### config.mk
export PLATFORM = sky130hd
export DESIGN_NAME = sysbus_arbiter
export DESIGN_NICKNAME = d
export VERILOG_FILES = /design/src/rtl/sysbus_arbiter.sv
export SDC_FILE = /design/constraint.sdc
export NUM_CORES = 1
export LEC_CHECK = 0
export ABC_AREA = 1
export CAP_MARGIN = 5
export CORE_MARGIN = 2
export CORE_UTILIZATION = 47
export DETAILED_ROUTE_END_ITERATION = 7
export PLACE_DENSITY = 0.88
export SLEW_MARGIN = 0
export SYNTH_ARGS = -nofsm -noshare
export SYNTH_HDL_FRONTEND = slang
export SYNTH_SLANG_ARGS = --single-unit
### constraint.sdc
create_clock -name clk -period 2.3 [get_ports clk]
set_input_delay 0.345 -clock clk [delete_from_list [all_inputs] [get_ports clk]]
set_output_delay 0.345 -clock clk [all_outputs]
set_load 0.01 [all_outputs]
### src/rtl/sysbus_arbiter.sv
// sysbus_arbiter
//   Two-requester arbiter that serialises 32-bit word accesses onto an
//   8-bit system bus as four byte strobes (little-endian, byte 0 first).
//   A burst takes six cycles:
//     - four byte cycles with the strobe high;
//     - one drain cycle in which the last read byte arrives;
//     - one DONE cycle that pulses the owner's done.
//   The block then spends at least one cycle in IDLE before the next grant.
//
// Ports
//   clk, reset            clock; synchronous active-high reset
//   req0/1, rw0/1         burst request, direction (1 = read)
//   addr0/1, wdata0/1     word address (bits [1:0] ignored), write word
//   gnt0/1, done0/1       grant (whole burst), one-cycle completion pulse
//   rdata                 assembled read word
//   sysaddress            system byte address
//   sysdata_out           system write byte
//   sysdata_in            system read byte, valid the cycle after its strobe
//   sysrw, sysstrobe      system direction and byte strobe
//
// Configuration
//   SYSBUS_ARB_FIXED_PRIO_EN  when defined, requester 0 always wins a tie.
//                             Otherwise ties are resolved round-robin,
//                             favouring requester 0 after reset.
module sysbus_arbiter #(
    parameter int ADDR_W = 16
) (
    input  logic              clk,
    input  logic              reset,
    input  logic              req0,
    input  logic              req1,
    input  logic              rw0,
    input  logic              rw1,
    input  logic [ADDR_W-1:0] addr0,
    input  logic [ADDR_W-1:0] addr1,
    input  logic [31:0]       wdata0,
    input  logic [31:0]       wdata1,
    output logic              gnt0,
    output logic              gnt1,
    output logic              done0,
    output logic              done1,
    output logic [31:0]       rdata,
    output logic [ADDR_W-1:0] sysaddress,
    output logic [7:0]        sysdata_out,
    input  logic [7:0]        sysdata_in,
    output logic              sysrw,
    output logic              sysstrobe
);

    typedef enum logic [2:0] {IDLE, BYTE0, BYTE1, BYTE2, BYTE3, DONE} state_t;

    function automatic logic [7:0] byte_sel(input logic [31:0] w, input logic [1:0] k);
        return w[8*k +: 8];
    endfunction

    state_t            state_q, state_d;
    logic              tail_q, tail_d;
    logic              rw_q, rw_d;
    logic [ADDR_W-3:0] addr_q, addr_d;
    logic [31:0]       wdata_q, wdata_d;
    logic [1:0]        gnt_q, gnt_d;
    logic [1:0]        done_q, done_d;
    logic              strobe_q, strobe_d;
    logic [ADDR_W-1:0] sysaddr_q, sysaddr_d;
    logic [7:0]        sysdout_q, sysdout_d;
    logic              sysrw_q, sysrw_d;
    logic [31:0]       rdata_q, rdata_d;
    logic              cap_en_q, cap_en_d;
    logic [1:0]        cap_idx_q, cap_idx_d;
`ifndef SYSBUS_ARB_FIXED_PRIO_EN
    logic              prio_q, prio_d;   // 1 = requester 1 is favoured on a tie
`endif

    logic              pick1;
    logic              issue;
    logic [1:0]        issue_idx;

    // Word addresses carry no byte offset; the low bits are dropped on entry.
    logic unused_addr_lsbs;
    assign unused_addr_lsbs = ^{addr0[1:0], addr1[1:0]};

`ifdef SYSBUS_ARB_FIXED_PRIO_EN
    assign pick1 = req1 && !req0;
`else
    assign pick1 = req1 && (!req0 || prio_q);
`endif

    always_comb begin
        state_d   = state_q;
        tail_d    = tail_q;
        rw_d      = rw_q;
        addr_d    = addr_q;
        wdata_d   = wdata_q;
        gnt_d     = gnt_q;
        done_d    = 2'b00;
        strobe_d  = 1'b0;
        sysaddr_d = sysaddr_q;
        sysdout_d = sysdout_q;
        sysrw_d   = sysrw_q;
        rdata_d   = rdata_q;
`ifndef SYSBUS_ARB_FIXED_PRIO_EN
        prio_d    = prio_q;
`endif
        issue     = 1'b0;
        issue_idx = 2'd0;

        // A read byte shows up on sysdata_in one cycle after its strobe;
        // the strobed byte index is remembered for that capture.
        cap_en_d  = strobe_q && sysrw_q;
        cap_idx_d = sysaddr_q[1:0];
        if (cap_en_q) begin
            rdata_d[8*cap_idx_q +: 8] = sysdata_in;
        end

        case (state_q)
            IDLE: begin
                if (req0 || req1) begin
                    rw_d    = pick1 ? rw1 : rw0;
                    addr_d  = pick1 ? addr1[ADDR_W-1:2] : addr0[ADDR_W-1:2];
                    wdata_d = pick1 ? wdata1 : wdata0;
                    gnt_d   = {pick1, !pick1};
`ifndef SYSBUS_ARB_FIXED_PRIO_EN
                    prio_d  = !pick1;
`endif
                    issue     = 1'b1;
                    issue_idx = 2'd0;
                    state_d   = BYTE0;
                end
            end
            BYTE0: begin
                issue     = 1'b1;
                issue_idx = 2'd1;
                state_d   = BYTE1;
            end
            BYTE1: begin
                issue     = 1'b1;
                issue_idx = 2'd2;
                state_d   = BYTE2;
            end
            BYTE2: begin
                issue     = 1'b1;
                issue_idx = 2'd3;
                state_d   = BYTE3;
            end
            BYTE3: begin
                // BYTE3 lasts two cycles: the strobe cycle, then a drain
                // cycle (strobe low) whose closing edge captures byte 3.
                if (!tail_q) begin
                    tail_d = 1'b1;
                end else begin
                    tail_d  = 1'b0;
                    done_d  = gnt_q;
                    state_d = DONE;
                end
            end
            DONE: begin
                gnt_d   = 2'b00;
                state_d = IDLE;
            end
            default: begin
                gnt_d   = 2'b00;
                tail_d  = 1'b0;
                state_d = IDLE;
            end
        endcase

        // Byte issue uses the freshly latched request fields, so the first
        // strobe appears in the cycle right after the grant edge.
        if (issue) begin
            strobe_d  = 1'b1;
            sysaddr_d = {addr_d, issue_idx};
            sysrw_d   = rw_d;
            sysdout_d = byte_sel(wdata_d, issue_idx);
        end
    end

    always_ff @(posedge clk) begin
        if (reset) begin
            state_q   <= IDLE;
            tail_q    <= 1'b0;
            rw_q      <= 1'b1;
            addr_q    <= '0;
            wdata_q   <= '0;
            gnt_q     <= 2'b00;
            done_q    <= 2'b00;
            strobe_q  <= 1'b0;
            sysaddr_q <= '0;
            sysdout_q <= '0;
            sysrw_q   <= 1'b1;
            rdata_q   <= '0;
            cap_en_q  <= 1'b0;
            cap_idx_q <= 2'd0;
`ifndef SYSBUS_ARB_FIXED_PRIO_EN
            prio_q    <= 1'b0;
`endif
        end else begin
            state_q   <= state_d;
            tail_q    <= tail_d;
            rw_q      <= rw_d;
            addr_q    <= addr_d;
            wdata_q   <= wdata_d;
            gnt_q     <= gnt_d;
            done_q    <= done_d;
            strobe_q  <= strobe_d;
            sysaddr_q <= sysaddr_d;
            sysdout_q <= sysdout_d;
            sysrw_q   <= sysrw_d;
            rdata_q   <= rdata_d;
            cap_en_q  <= cap_en_d;
            cap_idx_q <= cap_idx_d;
`ifndef SYSBUS_ARB_FIXED_PRIO_EN
            prio_q    <= prio_d;
`endif
        end
    end

    assign gnt0        = gnt_q[0];
    assign gnt1        = gnt_q[1];
    assign done0       = done_q[0];
    assign done1       = done_q[1];
    assign rdata       = rdata_q;
    assign sysaddress  = sysaddr_q;
    assign sysdata_out = sysdout_q;
    assign sysrw       = sysrw_q;
    assign sysstrobe   = strobe_q;

endmodule

==> results.cfg, run 1 <==
[setup_path]
required_ns = 2.65
critical-path-top-delay-family = simple AND/OR/NAND/NOR gates
critPathBufInv = 2
cp_max_fo = 33
criticalPathCategory = reg -> reg
r2r_cells = 10
crit_path_top_delay_cell = dfxtp_1
worstSetupEndpointType = flip-flop
crit_top_cell = nand3_1
worstPathArrival_ns = 2.12
path_depth = 10
crit_path_start_kind = flip-flop
max_stage_delay_ns = 0.47
crit_path_cell_trace = nor2_4, nand2_2, nor2_4, buf_12, nand3_1, nand3_1, nand3_1, nand3_1, nand2_1, inv_1

[clocking]
max-clock-path-buffers = 2
cts_hold_buf = 0
root_buffer = clkbuf_16
clk_pin_slew_ns = 0.05
ctsHtreeMaxLevel = 4
numClockSinks = 117
cts.repair.resized = 0
cts_made_buffers = 17
post-cts-setup-buffers = 0
clk_latency_ns = 0.41
cts_tree = done

[synthesis]
synth-seq-cells = 117
synth_cells = 828
yosysWarningCount = 0
synthTopCellsByArea = dfxtp_1 (42%), nand2_1 (14%), inv_1 (7.7%)
netlist_area_um2 = 5610
syn-num-nets = 943
yosysTopAreaCellShare_pct = 41.7
syn_avg_cell_area_um2 = 6.78
ys_types = 30
synth_top_cell_by_area = dfxtp_1
seq_area_frac_synth_pct = 41.7

[timing]
finalClockSkew_ns = 0.00577
fmax_ghz = 0.566
setup_violations = 0
holdWs_ns = 0.373
finalWorstSetupSlack_ns = 0.533
fin_crit_sh_pct = 76.8
slew-limit-headroom_pct = 64.2
hold_viol = 0
period_minus_slack_ns = 1.77
worst_pin_slew_ns = 0.535
rsz0062_at_grt = false
slew_violations = 0
setup_tns_ns = 0

[placed_design]
dpl.cell_count = 1111
dp_slack_ns = 0.215
hpwl_mm = 10.2
port_buffers = 167
place_congestion = 0.819

[global_routing]
grt_pass1_vias = 5360
grt.overflow.total = 0
antenna_found_initial = 0
grtUsageTotal_pct = 23.9
grt_max_degree = 45
grt_pass1_wl_mm = 24.8

[route]
wl_mm = 14.7
antenna_left = 0
wl_per_cell_um = 12.8
drt-pass1-iter-count = 5
drc_errors = 0
drtIter0Drc = 467
viasPerCell = 4.97
vias = 5682

[finish]
final_common_cell = nand2_1
post-route-util_pct = 69.6
multi_input_area_um2 = 2560
finalNonFillerCells = 1143
nets = 1102
n_fill_cell = 908
mostFrequentLayoutCells = nand2_1 (202), clkdlybuf4s50_1 (166), dfxtp_1 (117)
area_delta_synth_final_pct = 42.8
antenna_cells = 0
seqCellArea_um2 = 2340
drive_gt1_share_pct = 7.00

[floorplan]
coreArea_um2 = 11500
die_area_um2 = 12800
start_util_pct = 48.7
die_y_um = 113
rows = 39
dieWidth_um = 113
ios = 172

[power]
power_density_nw_per_um2 = 799
peakVddDrop_v = 0.000478
power.leakage_nw = 3.59

[min_path]
hold_path_depth = 2
holdCritPathClass = in -> reg

[run_status]
status = completed

[run]
maxCapViolCount = 0
## where the power goes
part / internal, mW / total [mW] / leakage (nW) / switching [mW]
registers: 2.23 / 2.33 / 0.959 / 0.101
logic: 0.646 / 1.38 / 2.35 / 0.738
clock network: 1.76 / 2.69 / 0.282 / 0.931
## worst paths after layout
| path | start | end | slack, ns |
|---|---|---|---|
| min | reset | gnt_q[1]$_SDFFE_PP0P_ | 0.37 |
| max reg2reg | state_q[1]$_SDFFE_PP0P_ | sysdata_out[4]$_SDFFE_PP0P_ | 0.53 |
| max | state_q[1]$_SDFFE_PP0P_ | sysdata_out[4]$_SDFFE_PP0P_ | 0.53 |
| min reg2reg | sysstrobe$_SDFF_PP0_ | cap_en_q$_SDFF_PP0_ | 0.44 |
## cells in the mapped netlist, drive strengths merged
cell type and number:
o211ai 8, nor3 2, dfxtp 117, o2111a 1
nand3 70, clkbuf 17, nor2 104, or2 10
buf 27, a21boi 8, ha 5, nand2 206
o2111ai 1, a21oi 72, nand4 1, o21ai 49
inv 120, nor4 1, nand3b 9
## sequential cells by signal (all words and copies together), names as in the netlist, 2 cells and up
register and count:
sysdata_out 8, wdata_q 32, gnt_q 2, cap_idx_q 2, done_q 2, state_q 3, rdata 32, sysaddress 16
addr_q 14
## final cells by class
class                           count  share of cell area [%]
Multi-Input combinational cell    547                    31.9
Sequential cell                   117                    29.2
Clock inverter                     11                    1.87
Inverter                          120                    5.62
Timing Repair Buffer              184                    23.4
Tap cell                          143                    2.23
Clock buffer                       21                    5.75
## kinds of logic after synthesis
kind of cell	share of synthesized area [%]
compound gates	13.5
fa+ha+maj	1.11
buf+inv	12.7
flops	41.7
simple gates	31.0
## through the flow
stage                     cell area, um2  power [mW]
after floorplan                     5610        3.18
after global placement              7400        3.71
after detailed placement            7400        3.75
after CTS                           8010        6.44
after global routing                8010        6.73
final                               8010        6.40
## metal layers
layer,wire [um],GRT usage [%]
met1,6200,29.3
met2,7340,41.4
met3,939,5.62
met4,185,7.40
met5,0,0
Power figures use the tool's default switching activity.
==> inputs of run 2 (changes only) <==
- clock period: 2.3 -> 1.8 ns (I/O delays scaled with it)
==> run 2 against run 1 <==
Sequential power up 27%. Clock power rose by 32%. First-iteration DRC count grew 24%. Critical path type unchanged. Via count grew 5.5%. Power up 32%. Final area grew 3.3%. Largest power group unchanged.
==> results.cfg, run 2 (synthesized netlist as in run 1, its figures left out) <==
[run_status]
status = completed

[route]
wl_per_cell_um = 14.1
antenna_left = 0
drc_errors = 0
vias = 5994
drt-pass1-iter-count = 5
drtIter0Drc = 578
viasPerCell = 5.14
wl_mm = 16.4

[power]
power_density_nw_per_um2 = 1020
peakVddDrop_v = 0.000643
power.leakage_nw = 3.74

[global_routing]
antenna_found_initial = 0
met2_usage_pct = 44.9
grt_pass1_vias = 5805
grt_util_met1_pct = 29.8
grtUsageTotal_pct = 25.8
grt_max_degree = 37
grt.overflow.total = 0
grt-busiest-layer = met2
grt_use_met3_pct = 6.53
grt_pass1_wl_mm = 26.5

[setup_path]
worstSetupEndpointType = flip-flop
r2r_start = state_q[1]$_SDFFE_PP0P_
required_ns = 2.16
worstPathArrival_ns = 2.06
regToRegSetupSlack_ns = 0.09
crit_path_start_kind = flip-flop
criticalPathCategory = reg -> reg
r2r_cells = 9
timing.rr.end = sysdata_out[1]$_SDFFE_PP0P_
cp_max_fo = 14

[clocking]
cts_tree = done
ctsHtreeMaxLevel = 4
clk_latency_ns = 0.41
numClockSinks = 117
clk_pin_slew_ns = 0.06
cts_made_buffers = 17
root_buffer = clkbuf_16
max-clock-path-buffers = 2

[timing]
setup_violations = 0
fmax_ghz = 0.586
holdWs_ns = 0.291
slew_violations = 0
worst_pin_slew_ns = 0.478
finalClockSkew_ns = 0.00665
rsz0062_at_grt = false
period_minus_slack_ns = 1.71
hold_viol = 0
fin_crit_sh_pct = 94.8
slew-limit-headroom_pct = 67.9

[finish]
antenna_cells = 0
mostFrequentLayoutCells = nand2_1 (202), clkdlybuf4s50_1 (166), dfxtp_1 (117)
drive_gt1_share_pct = 9.38
final_common_cell = nand2_1
area_delta_synth_final_pct = 47.5
final_cell_area_um2 = 8280
nets = 1126

[run]
maxCapViolCount = 0

[placed_design]
place_area_um2 = 7630
place_congestion = 0.889
port_buffers = 167
hpwl_mm = 11.3

[min_path]
hold_path_depth = 2
holdCritPathClass = in -> reg
worstHoldStart = reset
holdPathEnd = addr_q[0]$_SDFF_PP0_

[floorplan]
start_util_pct = 48.7
dieWidth_um = 113
ios = 172
rows = 39
die_area_um2 = 12800
coreArea_um2 = 11500
die_y_um = 113
## run 2: through the flow
| step | power [mW] | setup TNS [ns] | std cells | worst slack, ns | util (%) |
|---|---|---|---|---|---|
| CTS | 8.46 | 0 | 1167 | 0.0559 | 71.8 |
| finish | 8.47 | 0 | 1167 | 0.0942 | 71.9 |
| global placement | 4.84 | -11.25 | 1134 | -0.305 | 66.2 |
| floorplan | 4.07 | 0 | 828 | 0.0716 | - |
| global route | 8.84 | 0 | 1167 | 0.00820 | 71.9 |
| detailed placement | 4.90 | -15.55 | 1134 | -0.364 | 66.2 |
## run 2: how the worst max path moves through the flow
stage	startpoint	end	slack, ns	depth (start not counted)
global route	state_q[1]$_SDFFE_PP0P_	sysdata_out[7]$_SDFFE_PP0P_	0.008	9
detailed placement	req0	sysdata_out[7]$_SDFFE_PP0P_	-0.36	9
CTS	cap_idx_q[1]$_SDFF_PP0_	rdata[10]$_SDFFE_PP0P_	0.06	6
global placement	req0	sysdata_out[7]$_SDFFE_PP0P_	-0.30	9
finish	state_q[1]$_SDFFE_PP0P_	sysdata_out[1]$_SDFFE_PP0P_	0.09	9
floorplan	cap_idx_q[0]$_SDFF_PP0_	rdata[0]$_SDFFE_PP0P_	0.07	6
## run 2: metal layers
layer	up-vias	part of all wire [%]
met5	-	0
met4	0	3.9
li1	2962	-
met3	58	7.0
met1	2679	41
met2	295	48
## run 2: critical path: stages, from the launching register on
cell     delay (ns)
dfxtp_1        0.33
nor2_4         0.13
nand2_2        0.15
nor2_4         0.44
nand3_1        0.20
nand3_1        0.11
nand2_1        0.07
nand3_1        0.10
nand2_1        0.07
inv_1          0.06
## run 2: repair_timing
item | CTS | global route
gates cloned | 1 | 0
hold buffers | 0 | 0
setup buffers | 0 | 0
endpoints found under the setup margin | 5 | 16
resized for setup | 1 | 4
pin swaps | 1 | 2
## run 2: report_power, final
group	internal, mW	switching [mW]
Clock	2.35	1.19
Sequential	2.85	0.121
Combinational	0.902	1.05
Total	6.10	2.36
## run 2: final cells by class
| type | count | area (um2) |
|---|---|---|
| Fill cell | 878 | 3230 |
| Multi-Input combinational cell | 548 | 2600 |
| Sequential cell | 117 | 2340 |
| Timing Repair Buffer | 207 | 2090 |
| Inverter | 120 | 450 |
| Clock buffer | 20 | 447 |
| Clock inverter | 12 | 179 |
| Tap cell | 143 | 179 |
